File: src/rtl/psone_key_scan.sv
// Debounced key scanner: per-key synchronizer and tick-based debounce, with
// press/release events queued per key and issued round-robin over a valid/ready port.
module psone_key_scan #(
    parameter int KEYS  = 8,
    parameter int PRESC = 27000,
    parameter int DEB   = 20
) (
    input  logic                    iCLK,
    input  logic                    iRESET,
    input  logic [KEYS-1:0]         iKEY,
    input  logic                    iREADY,
    output logic [KEYS-1:0]         oKEYS,
    output logic                    oVALID,
    output logic [$clog2(KEYS)-1:0] oEVT_KEY,
    output logic                    oEVT_PRESS,
    output logic                    oOVF,
    output logic                    oTICK
);
    localparam int KW = $clog2(KEYS);
    localparam int PW = (PRESC > 1) ? $clog2(PRESC) : 1;
    localparam int CW = $clog2(DEB + 1);

    logic [KEYS-1:0] sync1, s;
    logic [PW-1:0]   pcount;
    logic [CW-1:0]   cnt [KEYS];
    logic [KEYS-1:0] commit, commit_q;
    logic [KEYS-1:0] pend, ptype;
    logic [KEYS-1:0] gvec;
    logic [KW-1:0]   ptr, grant;
    logic            grant_ok, free, take;

    // NOTE: sequential state uses non-blocking assignments so every flop samples pre-edge values.
    always_ff @(posedge iCLK) begin
        if (iRESET) begin
            sync1 <= '0;
            s     <= '0;
        end else begin
            sync1 <= iKEY;
            s     <= sync1;
        end
    end

    assign oTICK = (pcount == PW'(PRESC - 1));

    always_ff @(posedge iCLK) begin
        if (iRESET || oTICK) pcount <= '0;
        else                 pcount <= pcount + 1'b1;
    end

    // NOTE: every signal written in always_comb gets a default first, so no latch is inferred.
    always_comb begin
        commit = '0;
        for (int i = 0; i < KEYS; i++)
            commit[i] = (s[i] != oKEYS[i]) && oTICK && (cnt[i] == CW'(DEB - 1));
    end

    // NOTE: the counter array is small and must restart from zero, so it is reset like any other flop.
    always_ff @(posedge iCLK) begin
        if (iRESET) begin
            oKEYS    <= '0;
            commit_q <= '0;
            for (int i = 0; i < KEYS; i++) cnt[i] <= '0;
        end else begin
            commit_q <= commit;
            for (int i = 0; i < KEYS; i++) begin
                if (s[i] == oKEYS[i]) begin
                    cnt[i] <= '0;
                end else if (commit[i]) begin
                    oKEYS[i] <= s[i];
                    cnt[i]   <= '0;
                end else if (oTICK) begin
                    cnt[i] <= cnt[i] + 1'b1;
                end
            end
        end
    end

    // Round-robin search: lowest offset from ptr wins, so scan offsets downward.
    always_comb begin
        logic [KW-1:0] idx;
        idx      = '0;
        grant    = '0;
        grant_ok = 1'b0;
        for (int j = KEYS - 1; j >= 0; j--) begin
            idx = ptr + KW'(j);
            if (pend[idx]) begin
                grant_ok = 1'b1;
                grant    = idx;
            end
        end
    end

    assign free = !oVALID || iREADY;
    assign take = free && grant_ok;
    assign gvec = take ? (KEYS'(1) << grant) : '0;

    always_ff @(posedge iCLK) begin
        if (iRESET) begin
            pend       <= '0;
            ptype      <= '0;
            ptr        <= '0;
            oVALID     <= 1'b0;
            oEVT_KEY   <= '0;
            oEVT_PRESS <= 1'b0;
            oOVF       <= 1'b0;
        end else begin
            if (take) begin
                oVALID     <= 1'b1;
                oEVT_KEY   <= grant;
                oEVT_PRESS <= ptype[grant];
                ptr        <= grant + 1'b1;
            end else if (free) begin
                oVALID <= 1'b0;
            end
            // A fresh commit outranks a grant on the same key: the new event stays pending.
            for (int i = 0; i < KEYS; i++) begin
                if (commit_q[i]) begin
                    pend[i]  <= 1'b1;
                    ptype[i] <= oKEYS[i];
                end else if (gvec[i]) begin
                    pend[i] <= 1'b0;
                end
            end
            if (|(commit_q & pend & ~gvec)) oOVF <= 1'b1;
        end
    end
endmodule

File: config.mk
export PLATFORM = sky130hd
export DESIGN_NAME = psone_key_scan
export DESIGN_NICKNAME = d
export VERILOG_FILES = /design/src/rtl/psone_key_scan.sv
export SDC_FILE = /design/constraint.sdc
export NUM_CORES = 1
export LEC_CHECK = 0
export CAP_MARGIN = 20
export CORE_MARGIN = 1
export CORE_UTILIZATION = 60
export DETAILED_ROUTE_END_ITERATION = 8
export GPL_ROUTABILITY_DRIVEN = 0
export PLACE_DENSITY = 0.9
export SLEW_MARGIN = 20
export SYNTH_ARGS = -nofsm -noshare
export SYNTH_HDL_FRONTEND = slang
export SYNTH_SLANG_ARGS = --single-unit
File: constraint.sdc
create_clock -name iCLK -period 6.75 [get_ports iCLK]
set_input_delay 0.675 -clock iCLK [delete_from_list [all_inputs] [get_ports iCLK]]
set_output_delay 0.675 -clock iCLK [all_outputs]
set_load 0.05 [all_outputs]
==> results.yml, run 1 <==
outcome:
  status: "complete, no violations"
synthesis:
  synth.cell_area_mm2: 0.00599
  ys_top_cells_by_area: "dfxtp_1, edfxtp_1, nor2_1"
  synth_top_area_share: 0.241
  synth-main-ff-cell: "dfxtp_1"
  ys_warn_count: 0
  syn-mean-instance-area_um2: 9.66
  yosysUniqueCellTypes: 78
  yosysSeqAreaShare: 0.441
  synth_edf_count: 40
  yosysTopAreaCell: "dfxtp_1"
  synthArstFlopShare: 0
  syn_inst: 620
  syn-num-nets: 643
  synth-seq-cells: 112
die:
  die_w_um: 102
  core_mm2: 0.00973
  initial_utilization: 0.615
  rows: 36
  die_y_um: 102
  boundaryPins: 26
  dieArea_mm2: 0.0104
finish:
  fin_nets: 653
  fill_cells: 748
  final_common_cell: "nor2_1"
  diodes: 0
  drive_gt1_frac: 0.0898
  area_growth_pct: 7.42
  regArea_mm2: 0.00264
  multi_input_area_mm2: 0.00310
  final_cell_mix: "nor2_1, dfxtp_1, nand3_1"
route:
  first_iter_violations: 246
  vias_per_cell: 5.87
  drc_errors: 0
  vias: 4506
  first_pass_iters: 5
  wl_per_cell_um: 15.5
  routed_wl_um: 11900
  ant_nets: 0
sta:
  grt_setup_unrepaired: "false"
  tightest_slew_ns: 0.838
  period_share: 0.661
  max-slew-margin-rel: 0.441
  slew_viol_final: 0
  clock_skew_ns: 0.0113
  final_hold_viol_count: 0
  setup_viol: 0
  worst_slack_ns: 2.29
  max_freq_mhz: 224
  min_period_ns: 4.46
  fin_tns_setup_ns: 0
setup_path:
  cp-start-kind: "flop"
  critical_path.max_fanout: 36
  reg2reg_depth: 15
  cp-end-kind: "flop"
  required_ns: 6.99
  crit_arrival_ns: 4.71
  critPathKind: "reg -> reg"
clocking:
  clkSinkCount: 112
  cts_tree: "yes"
  cts_setup_buffers: 0
  cts_hold_buf: 0
  cts-htree-levels: 3
  cts_resized: 0
  clock_latency_ns: 0.38
  numCtsBuffers: 9
  clkTransAtPathRegs_ns: 0.10
  clockRootBuffer: "clkbuf_8"
  cts_buffer_depth: 2
placed_design:
  pre_cts_slack_ns: 2.38
  portBuffers: 25
  dpl.hpwl_um: 8580
global_route:
  grt_pass1_wl_um: 19700
  grt.overflow.total: 0
  antenna_found_initial: 0
  groute.usage.overall: 0.242
  grt_pass1_vias: 4327
  grt_start_max_net_pins: 56
power_and_ir_drop:
  ir_drop_v: 0.000180
  power.density_mw_per_mm2: 307
  power_leakage_nw: 2.28
run:
  cap_violations: 0
hold_path:
  holdCritPathClass: "reg -> reg"
  hold-path-cell-count: 1
[report_power, final]
group	internal [W]	leakage [nW]	switching [W]
Combinational	0.000315	1.13	0.000566
Clock	0.000136	0.0818	0.000218
Sequential	0.000727	1.06	0.0000162
[layer usage]
metal  vias up  routed length (µm)  GRT usage
li1       2211                   -          -
met1      2077                4870      0.305
met2       189                5900      0.409
met3        29                 846     0.0410
met4         0                 266      0.114
met5         -                   0          0
[critical path, cell delays in order, from the launching register on]
cell and delay, ns:
dfxtp_1 0.32, buf_4 0.38, inv_1 0.22, ha_1 0.63, mux2_2 0.42, nor3_1 0.33, a211oi_2 0.13, a2111o_1 0.47
o211ai_4 0.33, inv_1 0.16, nor2_1 0.14, ha_1 0.18, a21boi_1 0.09, a21o_1 0.23, a31oi_1 0.17, a41oi_2 0.12
[final timing paths]
kind	start	to	slack, ns
setup / recovery	ptr[0]	oOVF	2.29
hold / removal	sync1[5]	s[5]	0.44
setup reg to reg	ptr[0]	oOVF	2.29
hold reg to reg	sync1[5]	s[5]	0.44
[synthesized netlist by cell type (4+ instances only)]
| library cell | count |
|---|---|
| and2_1 | 5 |
| nand3_1 | 43 |
| buf_2 | 11 |
| buf_6 | 5 |
| nand2_1 | 35 |
| nor2b_1 | 21 |
| xnor2_1 | 16 |
| dfxtp_1 | 72 |
| a21oi_1 | 21 |
| clkbuf_1 | 11 |
| ha_1 | 12 |
| mux4_2 | 7 |
| o21ai_0 | 12 |
| mux2_2 | 10 |
| edfxtp_1 | 40 |
| nor2_1 | 121 |
| mux2i_1 | 32 |
| nor3_1 | 6 |
| nand2b_1 | 4 |
| inv_1 | 20 |
| a22oi_1 | 6 |
| or3_1 | 5 |
| o211ai_1 | 4 |
| nand4_1 | 6 |
| xor2_1 | 29 |
[stage by stage]
step | util | area [µm²] | total power, W | instances | hold WS (ns)
after CTS | 0.661 | 6430 | 0.00197 | 768 | 0.442
after floorplan | - | 5990 | 0.00154 | 620 | 0.414
after global placement | 0.643 | 6260 | 0.00159 | 752 | 0.418
after detailed placement | 0.643 | 6260 | 0.00162 | 752 | 0.422
final | 0.661 | 6430 | 0.00198 | 768 | 0.444
after global routing | 0.661 | 6430 | 0.00208 | 768 | 0.461
[cell type report]
| type | count | area share |
|---|---|---|
| repair buffers | 29 | 0.0428 |
| clock inverters | 6 | 0.00681 |
| multi-input cells | 458 | 0.482 |
| clock buffers | 10 | 0.0198 |
| inverters | 20 | 0.0117 |
| well taps | 133 | 0.0259 |
| flip-flops and latches | 112 | 0.411 |
[registers in the layout, indices dropped and copies added, names as in the netlist]
register    cells
oKEYS           8
ptype           8
commit_q        8
oVALID          1
cnt            40
oEVT_KEY        3
pend            8
pcount         15
oOVF            1
oEVT_PRESS      1
s               8
ptr             3
sync1           8
[cells by family (layout without fill, tap and decap cells)]
family                     count (synthesis)  after routing  synth area share
AOI/OAI and AO/OA                         83             83             0.110
xor gates and xnor gates                  45             45            0.0658
adders and majority gates                 12             12            0.0251
buffers and inverters                     50             65            0.0412
DFF                                      112            112             0.441
muxes                                     52             52             0.108
and+or+nand+nor                          266            266             0.209
No activity file was read; power rests on OpenSTA's default activity.
==> run 2, diff against run 1 <==
==> constraint.sdc (replaced) <==
create_clock -name iCLK -period 4.4 [get_ports iCLK]
set_input_delay 0.44 -clock iCLK [delete_from_list [all_inputs] [get_ports iCLK]]
set_output_delay 0.44 -clock iCLK [all_outputs]
set_load 0.05 [all_outputs]
==> results.yml, run 2 (synthesized netlist as in run 1, its figures left out) <==
global_route:
  antenna_found_initial: 0
  grtUsageMet2: 0.431
  grt_pass1_wl_um: 20200
  grt.overflow.total: 0
  grt_start_max_net_pins: 35
  groute.usage.overall: 0.248
  grt_use_met1: 0.305
  grt_pass1_vias: 4414
  grt_use_met3: 0.0404
  grt_most_used_layer: "met2"
finish:
  largest_reg_flops: 40
  drive_gt1_frac: 0.0940
  reg.largest.list: "cnt x40, pcount x15"
  final_common_cell: "nor2_1"
  top_register: "cnt"
  area_growth_pct: 7.86
  diodes: 0
  fin_nets: 656
  final_cell_mix: "nor2_1, dfxtp_1, nand3_1"
power_and_ir_drop:
  pwr-share-clk: 0.178
  power_leakage_nw: 2.30
  comb_power_share: 0.453
  p_sw_frac: 0.401
  ir_drop_v: 0.000297
  sequentialPowerShare: 0.369
  power.density_mw_per_mm2: 481
  switchingPower_w: 0.00125
  internal_power_w: 0.00186
clocking:
  cts_buffer_depth: 2
  cts_tree: "yes"
  cts-htree-levels: 3
  clkSinkCount: 112
  cts_hold_buf: 0
  cts_resized: 0
  numCtsBuffers: 9
  clock_latency_ns: 0.36
  clkTransAtPathRegs_ns: 0.09
  clockRootBuffer: "clkbuf_8"
  cts_setup_buffers: 0
placed_design:
  portBuffers: 25
  dpl.hpwl_um: 8740
setup_path:
  crit_arrival_ns: 4.21
  critPathMaxStageDelay_ns: 0.62
  required_ns: 4.64
  path_cells: "inv_1 > ha_1 > mux2_2 > nor3_1 > a211oi_2 > a2111o_1 > o211ai_4 > inv_1 > nor2_1 > ha_1 > a21boi_1 > a21o_1 > a31oi_1 > a41oi_2"
  critical_path.max_fanout: 14
  cp-end-kind: "flop"
  cp-start-kind: "flop"
  crit_slowest_cell: "ha_1"
  path_buf_inv: 2
  cpLargestDelayFamily: "compound AO/OA/AOI/OAI gates"
  critPathKind: "reg -> reg"
route:
  vias: 4538
  wl_per_cell_um: 15.6
  routed_wl_um: 12000
  ant_nets: 0
  vias_per_cell: 5.89
  drc_errors: 0
  first_iter_violations: 248
  first_pass_iters: 6
sta:
  max_freq_mhz: 252
  max-slew-margin-rel: 0.476
  tightest_slew_ns: 0.783
  clock_skew_ns: 0.00753
  final_hold_viol_count: 0
  grt_setup_unrepaired: "false"
  slew_viol_final: 0
  setup_viol: 0
  hold_slack_ns: 0.445
  period_share: 0.902
  fin_tns_setup_ns: 0
  min_period_ns: 3.97
die:
  dieArea_mm2: 0.0104
  core_mm2: 0.00973
  die_y_um: 102
  die_w_um: 102
  boundaryPins: 26
  initial_utilization: 0.615
  rows: 36
outcome:
  status: "complete, no violations"
hold_path:
  holdCritPathClass: "reg -> reg"
run:
  cap_violations: 0
[run 2: changes by cell type in the layout (fill, tap and decap cells not counted), sizes merged]
cell / before / now
clkbuf: 10 / 12
clkinvlp: 2 / 1
buf: 5 / 8
clkinv: 3 / 2
[run 2: worst reg2reg max path, cell delays in order, from the launching register on]
cell and delay (ns):
dfxtp_1 0.37, inv_1 0.14, ha_1 0.62, mux2_2 0.43, nor3_1 0.33, a211oi_2 0.13, a2111o_1 0.46, o211ai_4 0.33
inv_1 0.17, nor2_1 0.15, ha_1 0.16, a21boi_1 0.08, a21o_1 0.18, a31oi_1 0.18, a41oi_2 0.13
[run 2: final timing paths]
path              cells past startpoint  slack [ns]     start   end
hold reg to reg                       1        0.44  sync1[6]  s[6]
setup / recovery                     14        0.43    ptr[0]  oOVF
hold / removal                        1        0.44  sync1[6]  s[6]
setup reg to reg                     14        0.43    ptr[0]  oOVF
[run 2: cell type report]
cell class,instances,area (µm²)
Sequential cell,112,2640
Clock inverter,4,30.0
Tap cell,133,166
Inverter,20,75.1
Multi-Input combinational cell,458,3100
Clock buffer,12,145
Timing Repair Buffer,32,298
Fill cell,746,3270
[run 2: power groups by stage]
| stage | Combinational, W | Clock [W] | Sequential, W |
|---|---|---|---|
| global route | 0.00152 | 0.000604 | 0.00115 |
| floorplan | 0.00114 | 0 | 0.00122 |
| detailed placement | 0.00138 | 0 | 0.00117 |
| global placement | 0.00134 | 0 | 0.00117 |
| finish | 0.00141 | 0.000553 | 0.00115 |
| CTS | 0.00139 | 0.000561 | 0.00115 |
[run 2: per-layer routing]
metal  share of wire  vias to the layer above  routed length [µm]
met5               0                        -                   0
met2            0.50                      151                5980
met4           0.026                        0                 308
met3           0.055                       29                 660
li1                -                     2206                   -
met1            0.42                     2152                5040
[run 2: through the flow]
step	power [W]	setup slack, ns	util	area (µm²)	cells
floorplan	0.00236	0.409	-	5990	620
global placement	0.00251	0.688	0.646	6280	755
CTS	0.00309	0.483	0.664	6460	771
global route	0.00328	0.245	0.664	6460	771
finish	0.00311	0.431	0.664	6460	771
detailed placement	0.00255	0.488	0.646	6280	755
